`src/rtl/pong_pkg.sv`:
```
// Shared definitions for the pong video blocks: FSM encoding, screen geometry
// and a small helper for the FLASH blink phase.
package pong_pkg;

  localparam int SCREEN_WIDTH  = 800;
  localparam int SCREEN_HEIGHT = 600;
  localparam int COORD_W       = 11;

  typedef enum logic [1:0] {
    ST_IDLE  = 2'd0,
    ST_RUN   = 2'd1,
    ST_FLASH = 2'd2
  } div_state_e;

  // The divider is visible during FLASH only in odd blink half-periods.
  function automatic logic blink_visible(input logic [COORD_W-1:0] cnt,
                                         input logic [COORD_W-1:0] period);
    logic [COORD_W-1:0] half_idx;
    half_idx = cnt / period;
    return half_idx[0];
  endfunction

endpackage

```
`src/rtl/divider_seg_gen.sv`:
```
// Segment bound generator: maps a segment index to its exclusive vertical
// bounds and flags whether the following segment would run off the screen.
module divider_seg_gen
  import pong_pkg::*;
#(
  parameter int screenHeight = SCREEN_HEIGHT,
  parameter int segLen       = 20,
  parameter int gapLen       = 20
) (
  input  logic [COORD_W-1:0] seg_idx_i,
  output logic [COORD_W-1:0] top_o,
  output logic [COORD_W-1:0] bottom_o,
  output logic               last_o
);

  localparam logic [COORD_W-1:0] SEG_W   = COORD_W'(segLen);
  localparam logic [COORD_W-1:0] GAP_W   = COORD_W'(gapLen);
  localparam logic [COORD_W-1:0] PITCH_W = COORD_W'(segLen + gapLen);
  localparam logic [COORD_W-1:0] HEIGHT_W = COORD_W'(screenHeight);

  logic [COORD_W-1:0] start_s;
  logic [COORD_W-1:0] next_end_s;

  // First line of the segment, its exclusive bounds, and the end of the next one.
  always_comb begin
    start_s    = GAP_W + (seg_idx_i * PITCH_W);
    top_o      = start_s - 11'd1;
    bottom_o   = start_s + SEG_W;
    next_end_s = bottom_o + PITCH_W;
    last_o     = (next_end_s > HEIGHT_W);
  end

endmodule

```
`src/rtl/divider_ctrl.sv`:
```
// Centre-net divider controller: walks a dashed line of segments down each
// frame and blinks it for a number of frames after every point scored.
module divider_ctrl
  import pong_pkg::*;
#(
  parameter int screenWidth  = SCREEN_WIDTH,
  parameter int screenHeight = SCREEN_HEIGHT,
  parameter int dividerWidth = 10,
  parameter int segLen       = 20,
  parameter int gapLen       = 20,
  parameter int flashFrames  = 60,
  parameter int blinkPeriod  = 8
) (
  input  logic         pixelClock,
  input  logic         Reset,
  input  logic [10:0]  xPosition,
  input  logic [9:0]   yPosition,
  input  logic         frameStart,
  input  logic         enable,
  input  logic         pointScored,
  output logic [10:0]  topD,
  output logic [10:0]  bottomD,
  output logic [10:0]  leftD,
  output logic [10:0]  rightD,
  output logic         dividerOn,
  output logic [1:0]   state
);

  localparam logic [10:0] LEFT_BOUND  = 11'((screenWidth - dividerWidth) / 2 - 1);
  localparam logic [10:0] RIGHT_BOUND = LEFT_BOUND + 11'(dividerWidth) + 11'd1;
  localparam logic [10:0] FLASH_LAST  = 11'(flashFrames);
  localparam logic [10:0] BLINK_W     = 11'(blinkPeriod);

  div_state_e  state_q, state_d;
  logic [10:0] flash_cnt_q, flash_cnt_d;
  logic [10:0] seg_idx_q, seg_idx_d;
  logic        seg_valid_q, seg_valid_d;
  logic        seg_last_q;
  logic [10:0] top_q, bottom_q, left_q, right_q;
  logic        on_q, show_s;
  logic [10:0] seg_top_s, seg_bottom_s;
  logic        seg_last_s;
  logic        unused_s;

  // Bounds are purely vertical; the column is decoded by the pixel mixer.
  assign unused_s = ^xPosition;

  divider_seg_gen #(
    .screenHeight (screenHeight),
    .segLen       (segLen),
    .gapLen       (gapLen)
  ) u_seg_gen (
    .seg_idx_i (seg_idx_d),
    .top_o     (seg_top_s),
    .bottom_o  (seg_bottom_s),
    .last_o    (seg_last_s)
  );

  // FSM next state and flash frame counter; disable overrides every event.
  always_comb begin
    state_d     = state_q;
    flash_cnt_d = flash_cnt_q;
    if (!enable) begin
      state_d     = ST_IDLE;
      flash_cnt_d = 11'd0;
    end else begin
      case (state_q)
        ST_IDLE: begin
          if (frameStart) begin
            state_d = ST_RUN;
          end else begin
            state_d = ST_IDLE;
          end
        end
        ST_RUN: begin
          if (pointScored) begin
            state_d     = ST_FLASH;
            flash_cnt_d = 11'd0;
          end else begin
            state_d = ST_RUN;
          end
        end
        ST_FLASH: begin
          if (pointScored) begin
            flash_cnt_d = 11'd0;
          end else if (frameStart) begin
            if (flash_cnt_q + 11'd1 == FLASH_LAST) begin
              state_d     = ST_RUN;
              flash_cnt_d = 11'd0;
            end else begin
              flash_cnt_d = flash_cnt_q + 11'd1;
            end
          end else begin
            flash_cnt_d = flash_cnt_q;
          end
        end
        default: begin
          state_d     = ST_IDLE;
          flash_cnt_d = 11'd0;
        end
      endcase
    end
  end

  // Segment sequencer: restart at each enabled frame, step once the raster
  // passes the bottom of a visible segment, stop after the last one.
  always_comb begin
    seg_idx_d   = seg_idx_q;
    seg_valid_d = seg_valid_q;
    if (!enable) begin
      seg_idx_d   = 11'd0;
      seg_valid_d = 1'b0;
    end else if (frameStart) begin
      seg_idx_d   = 11'd0;
      seg_valid_d = 1'b1;
    end else if (on_q && ({1'b0, yPosition} >= bottom_q)) begin
      if (seg_last_q) begin
        seg_valid_d = 1'b0;
      end else begin
        seg_idx_d = seg_idx_q + 11'd1;
      end
    end else begin
      seg_idx_d   = seg_idx_q;
      seg_valid_d = seg_valid_q;
    end
  end

  // Visibility of the next bounds: RUN shows segments, FLASH only in odd half-periods.
  always_comb begin
    show_s = 1'b0;
    if (seg_valid_d && (state_d == ST_RUN)) begin
      show_s = 1'b1;
    end else if (seg_valid_d && (state_d == ST_FLASH)) begin
      show_s = blink_visible(flash_cnt_d, BLINK_W);
    end else begin
      show_s = 1'b0;
    end
  end

  // State, counters and registered bounds with synchronous reset.
  always_ff @(posedge pixelClock) begin
    if (Reset) begin
      state_q     <= ST_IDLE;
      flash_cnt_q <= 11'd0;
      seg_idx_q   <= 11'd0;
      seg_valid_q <= 1'b0;
      seg_last_q  <= 1'b0;
      top_q       <= 11'd0;
      bottom_q    <= 11'd0;
      left_q      <= 11'd0;
      right_q     <= 11'd0;
      on_q        <= 1'b0;
    end else begin
      state_q     <= state_d;
      flash_cnt_q <= flash_cnt_d;
      seg_idx_q   <= seg_idx_d;
      seg_valid_q <= seg_valid_d;
      seg_last_q  <= seg_last_s;
      top_q       <= show_s ? seg_top_s    : 11'd0;
      bottom_q    <= show_s ? seg_bottom_s : 11'd0;
      left_q      <= show_s ? LEFT_BOUND   : 11'd0;
      right_q     <= show_s ? RIGHT_BOUND  : 11'd0;
      on_q        <= show_s;
    end
  end

  assign topD      = top_q;
  assign bottomD   = bottom_q;
  assign leftD     = left_q;
  assign rightD    = right_q;
  assign dividerOn = on_q;
  assign state     = state_q;

endmodule

```
`config.mk`:
```
export PLATFORM = sky130hd
export DESIGN_NAME = divider_ctrl
export DESIGN_NICKNAME = d
export VERILOG_FILES = /design/src/rtl/pong_pkg.sv /design/src/rtl/divider_seg_gen.sv /design/src/rtl/divider_ctrl.sv
export SDC_FILE = /design/constraint.sdc
export NUM_CORES = 1
export LEC_CHECK = 0
export CAP_MARGIN = 15
export CORE_MARGIN = 3
export CORE_UTILIZATION = 54
export CTS_CLUSTER_DIAMETER = 50
export CTS_CLUSTER_SIZE = 24
export DETAILED_ROUTE_END_ITERATION = 10
export GPL_TIMING_DRIVEN = 0
export PLACE_DENSITY = 0.87
export SLEW_MARGIN = 5
export SYNTH_ARGS = -nofsm -noshare
export SYNTH_HDL_FRONTEND = slang
export SYNTH_SLANG_ARGS = --single-unit
```
`constraint.sdc`:
```
create_clock -name pixelClock -period 10.36 [get_ports pixelClock]
set_input_delay 2.072 -clock pixelClock [delete_from_list [all_inputs] [get_ports pixelClock]]
set_output_delay 2.072 -clock pixelClock [all_outputs]
set_load 0.01 [all_outputs]
```
== Word-level counts from Yosys, hierarchy flattened ==
Cells that the tools add are included.
Storage, ports and cells
  word-level logic and storage cells: 62
  register bits: 71
Operators by class
  equal/unequal tests: 7
  bitwise operators: 3
  muxes and demuxes: 25
  reductions and logical operators: 7
  $add $sub $neg: 6
  multipliers: 1
  magnitude comparators: 2
Operator list (count)
  11-bit two-way mux: 8
  11-bit one-hot mux with 3 select lines: 1
  11-bit by 1-bit adder with 11-bit output (second input constant): 2
  9-bit two-way mux: 2
  11-bit by 5-bit adder with 11-bit output (second input constant): 1
  11-bit by 6-bit adder with 11-bit output (second input constant): 1
  5-bit by 11-bit adder with 11-bit output (first input constant): 1
  11-bit by 6-bit == test with 1-bit output (second input constant): 1
  10-bit by 11-bit >= comparator with 1-bit output: 1
  11-bit by 10-bit greater-than comparator with 1-bit output (second input constant): 1
  11-bit by 3-bit multiplier with 8-bit output (second input constant): 1
  11-bit by 1-bit subtractor with 11-bit output (second input constant): 1
  2-bit two-way mux: 5
  1-bit two-way mux: 7
  2-bit one-hot mux with 3 select lines: 1
  2-bit by 1-bit == test with 1-bit output (second input constant): 2
  2-bit == test (second input constant): 2
  4-bit two-way mux: 1
  2-bit OR reduction: 2
  1-bit logical AND: 3
  3-bit inequality test (second input constant): 1
  1-bit NOT: 3
  3-bit AND reduction: 1
  2-bit logical NOT: 1
  2-bit inequality test (second input constant): 1

== Longest topological paths before layout ==
  word-level depth: 13
  depth in mapped cells: 23
  depth with buffers taken out: 23

== Modules after synthesis ==
A second synthesis with hierarchy kept.
Second synthesis, totals
  cells, all modules: 392
  area total of the unflattened synthesis: 3379.5 sq um
Modules (own cells, without submodules)
  divider_ctrl: area each 2581.2 sq um, times used 1, seq. area each 980.9 sq um, cells each 295
  divider_seg_gen: area each 798.3 sq um, times used 1, seq. area each 0.0 sq um, cells each 97

== Worst setup path after synthesis ==
OpenSTA, ideal clock, no wires.
  path kind: input to register
  from: input yPosition[8]
  to: register seg_last_q
  data arrival time: 6.275 ns
  required time: 10.244 ns
  stages on the path: 20
  path slack: 3.969 ns
  path buffers: 0
  cell sequence: ha_1 nand4b_4 or3_4 a21oi_4 mux2_2 nand2_1 inv_1 ha_1 ha_1 inv_1 fa_1 nand3b_1 nor2_1 a21oi_1 a311o_1 xor2_1 xnor2_1 xnor2_2 xor2_1 o211a_1
Between the ends
  cells in the longest elaborated chain, start to end: 10
RTL lines
  from (decl): RTL line divider_ctrl.sv:17  | input logic [9:0] yPosition,
  10-bit by 11-bit >= comparator with 1-bit output: RTL line divider_ctrl.sv:116  | end else if (on_q && ({1'b0, yPosition} >= bottom_q)) begin
  1-bit logical AND: RTL line divider_ctrl.sv:116
  11-bit two-way mux: RTL line divider_ctrl.sv:116
  11-bit two-way mux: RTL line divider_ctrl.sv:113  | end else if (frameStart) begin
  11-bit two-way mux: RTL line divider_ctrl.sv:110  | if (!enable) begin
  via seg_idx_d[1]: RTL line divider_ctrl.sv:36  | logic [10:0] seg_idx_q, seg_idx_d;
  11-bit by 3-bit multiplier with 8-bit output: RTL line divider_seg_gen.sv:26  | start_s = GAP_W + (seg_idx_i * PITCH_W);
  5-bit by 11-bit adder with 11-bit output: RTL line divider_seg_gen.sv:26
  11-bit by 5-bit adder with 11-bit output: RTL line divider_seg_gen.sv:28  | bottom_o = start_s + SEG_W;
  11-bit by 6-bit adder with 11-bit output: RTL line divider_seg_gen.sv:29  | next_end_s = bottom_o + PITCH_W;
  11-bit by 10-bit greater-than comparator with 1-bit output: RTL line divider_seg_gen.sv:30  | last_o = (next_end_s > HEIGHT_W);
  to (signal assigned): RTL line divider_ctrl.sv:158  | seg_last_q <= seg_last_s;
  to (decl): RTL line divider_ctrl.sv:38  | logic seg_last_q;
The timed path passes the listed nets, and every way through them passes these cells.
A chain may end at the register's enable or synchronous reset.

== Worst setup path after layout ==
  from: input yPosition[6]
  to: register seg_last_q
Same word-level chain as after synthesis.

==> summary.md <==
| Metric | Value |
|---|---|
| Dominant synthesized flop cell | `dfxtp_1` |
| Via count | `2,598` |
| Final setup viols | `0` |
| Async set-or-reset flop fraction in the synthesized netlist | `0%` |
| Core ar. | `5170 µm²` |
| IO Pins | `73` |
| Hold WS | `503 ps` |
| Final min period | `7000 ps` |
| IR Drop Worst-Case VDD | `0.0590 mV` |
| Yosys cell types | `59` |
| Die Ht | `79.4 µm` |
| Compound-Gate Fraction of Synth Area | `15.0%` |
| Min-Delay Path Depth | `2` |
| Worst Setup Start Kind | `input pin` |
| Avg Cell Area, Syn | `8.07 µm²` |
| H-tree depth | `2` |
| CTS clk-pin slew, worst paths | `80 ps` |
| Post-CTS Hold Buffers | `0` |
| Drt wl/cell | `12.4 µm` |
| Gr ovfl total | `0` |
| Slew HR | `53.6%` |
| Gpl congestion | `0.903` |
| Area growth syn-to-layout | `22.2%` |
| Drt total wl | `6140 µm` |
| Nets@finish | `474` |
| Die Wd | `79.4 µm` |
| Clk_skew | `11.7 ps` |
| Root buffer cell | `clkbuf_8` |
| Post-Synth XOR/XNOR Area | `8.05%` |
| Max-capacitance violation count | `0` |
| Setup total negative slack | `0 ps` |
| Reg power frac | `53.7%` |
| Period Utilization, post-route | `67.5%` |
| DRC viols | `0` |
| Hold Vio Cnt, Final | `0` |
| Final slew viol count | `0` |
| CP required | `10,570 ps` |
| Post-synth EDFFs | `0` |
| Starting Density | `56.2%` |
| Netlist Area Pre-Place | `2910 µm²` |
| Status | `completed` |
| Antenna violations before repair | `0` |
| DRT antenna net count | `0` |
| # port buffers | `41` |
| Drt initial violations | `232` |
| Fmax | `143 MHz` |
| Clk_lat worst skew | `310 ps` |
| Pwr dens | `83.5 nW/µm²` |
| Switch Pwr | `75.7 µW` |
| Clock sinks | `41` |
| Combinational share of power | `10.8%` |
| CP arrival | `7200 ps` |
| Vias in the first global route | `2,441` |
| CP Class | `in2reg` |
| Sw frac | `25.5%` |
| Routed vias/inst | `5.25` |
| Post_cts resized | `0` |
| CP endpoint kind | `flop` |
| Area share of and/or/nand/nor cells after synthesis | `25.9%` |
| Pin count of the biggest net entering global routing | `14` |
| Clock Power Share | `35.5%` |
| Static leakage | `0.00142 µW` |
| DPL Wire Length | `4810 µm` |
| Reg2Reg Depth | `21` |
| Post-CTS Setup Bufs | `0` |
| Int Power | `221 µW` |
| Main combinational cell family by area after synthesis | `simple AND/OR/NAND/NOR gates` |
| Layout cells sized above 1 | `12.0%` |
| Worst hold path class | `reg2reg` |
| Synth Instances | `360` |
| Die area | `6300 µm²` |
| Synth Area in Adders | `10.6%` |
| First-pass GRT wire length | `10,600 µm` |
| Mux cell area share after synthesis | `1.08%` |
| Critical Path Fanout Max | `7` |
| CTS buffer count | `5` |
| Total global-route track usage | `20.9%` |
| Antenna cells | `0` |
| CTS max path bufs | `2` |
| Post-synthesis sequential area ratio | `28.2%` |
| Num rows | `26` |
| Synthesis warning total | `0` |
| Drt pass-1 iters | `5` |
| RSZ-0062 raised after global routing | `false` |
| Slew @ Worst Pin | `691 ps` |
| Synthesized flop and latch total | `41` |
| TritonCTS clock tree | `yes` |
## critical path: stages
cell             delay [ps]
clkdlybuf4s50_1         420
ha_1                    300
o211ai_1                120
or3_4                   430
a21oi_4                 250
mux2_2                  370
nand2_1                 150
inv_1                   160
ha_1                    340
ha_1                    220
inv_1                    70
fa_1                    490
nand3b_1                230
nor2_1                  140
a21oi_1                  50
a311o_1                 340
xor2_1                  170
xnor2_1                 310
xnor2_2                 170
xor2_1                  160
o211a_1                 230
## per-stage QoR
| stage | cells | area (µm²) | setup WS, ps | util [%] | total power (µW) |
|---|---|---|---|---|---|
| 2_1_floorplan | 376 | 2970 | 3970 | - | 184 |
| 3_3_place_gp | 487 | 3460 | 3130 | 67.0 | 194 |
| 3_5_place_dp | 487 | 3460 | 3050 | 67.0 | 195 |
| 4_1_cts | 495 | 3550 | 3350 | 68.7 | 297 |
| 5_1_grt | 495 | 3550 | 3070 | 68.7 | 308 |
| 6_report | 495 | 3550 | 3360 | 68.7 | 297 |
## layout make-up
cell class | count | area, µm²
buffer | 37 | 241
clock buffer | 5 | 68.8
timing repair buffer | 41 | 410
multi-input combinational | 277 | 1830
sequential | 41 | 821
tap | 70 | 87.6
clock inverter | 3 | 17.5
inverter | 21 | 78.8
fill | 414 | 1620
## cell usage in the layout (no fill, tap or decap), drive strengths merged, types with 5 or more instances in the layout
master,n
nor2,48
dfxtp,41
clkdlybuf4s50,41
buf,28
ha,23
inv,21
nand2,19
a21oi,19
conb,17
o21ai,17
xor2,15
clkbuf,14
nor3,13
nand4,10
xnor2,10
nand2b,9
nor2b,6
nor4,6
or3,6
nand3,5
a31oi,5
## cell families (layout without fill, tap and decap cells)
family | Yosys count | count (layout)
buf+inv | 58 | 107
simple gates | 142 | 142
xor+xnor | 25 | 25
fa+ha+maj | 24 | 24
compound gates | 66 | 66
other cells | 1 | 17
mux | 3 | 3
flops | 41 | 41
## cell usage after synthesis (all sizes together), types with 3 or more instances
library cell  number  area [µm²]
xor2              15         131
ha                23         288
a21o               3        22.5
nor2b              6        37.5
xnor2             10         103
o21ai             17        85.1
and3               3        18.8
dfxtp             41         821
nand3b             4        30.0
or2                4        25.0
nand4             10        62.6
nor2              48         180
nand2             19        71.3
buf               28         208
nand2b             9        56.3
clkbuf             9        33.8
nand3              5        25.0
a21oi             19         110
and2               4        25.0
inv               21        78.8
nor3              13        75.1
nor4               6        43.8
or3                6        42.5
a31oi              5        31.3
## flip-flops by register name, indices dropped and copies added (netlist names)
name,flops
seg_valid_q,1
flash_cnt_q,11
seg_idx_q,8
seg_last_q,1
bottomD,8
state,2
topD,9
rightD,1
## power by group through the flow
stage | logic [µW] | registers, µW | clock network (µW)
2_1_floorplan | 20.5 | 163 | 0
3_3_place_gp | 30.9 | 163 | 0
3_5_place_dp | 31.7 | 163 | 0
4_1_cts | 31.8 | 159 | 106
5_1_grt | 35.1 | 159 | 113
6_report | 32.0 | 159 | 105
## metal layers
metal	GRT usage (%)	up-vias	share of wire, %
met5	0	-	0
met4	6.53	0	1.0
met3	4.99	7	5.2
met2	37.7	66	50
met1	24.3	1184	44
li1	-	1341	-
## path summary, 6_finish.rpt
| check | startpoint | end | slack (ps) |
|---|---|---|---|
| worst min register to register | flash_cnt_q[10] | flash_cnt_q[10] | 500 |
| worst min-delay path | flash_cnt_q[10] | flash_cnt_q[10] | 500 |
| worst max-delay path | yPosition[6] | seg_last_q | 3360 |
| worst max register to register | bottomD[8] | seg_last_q | 5190 |
Power figures use the tool's default switching activity.
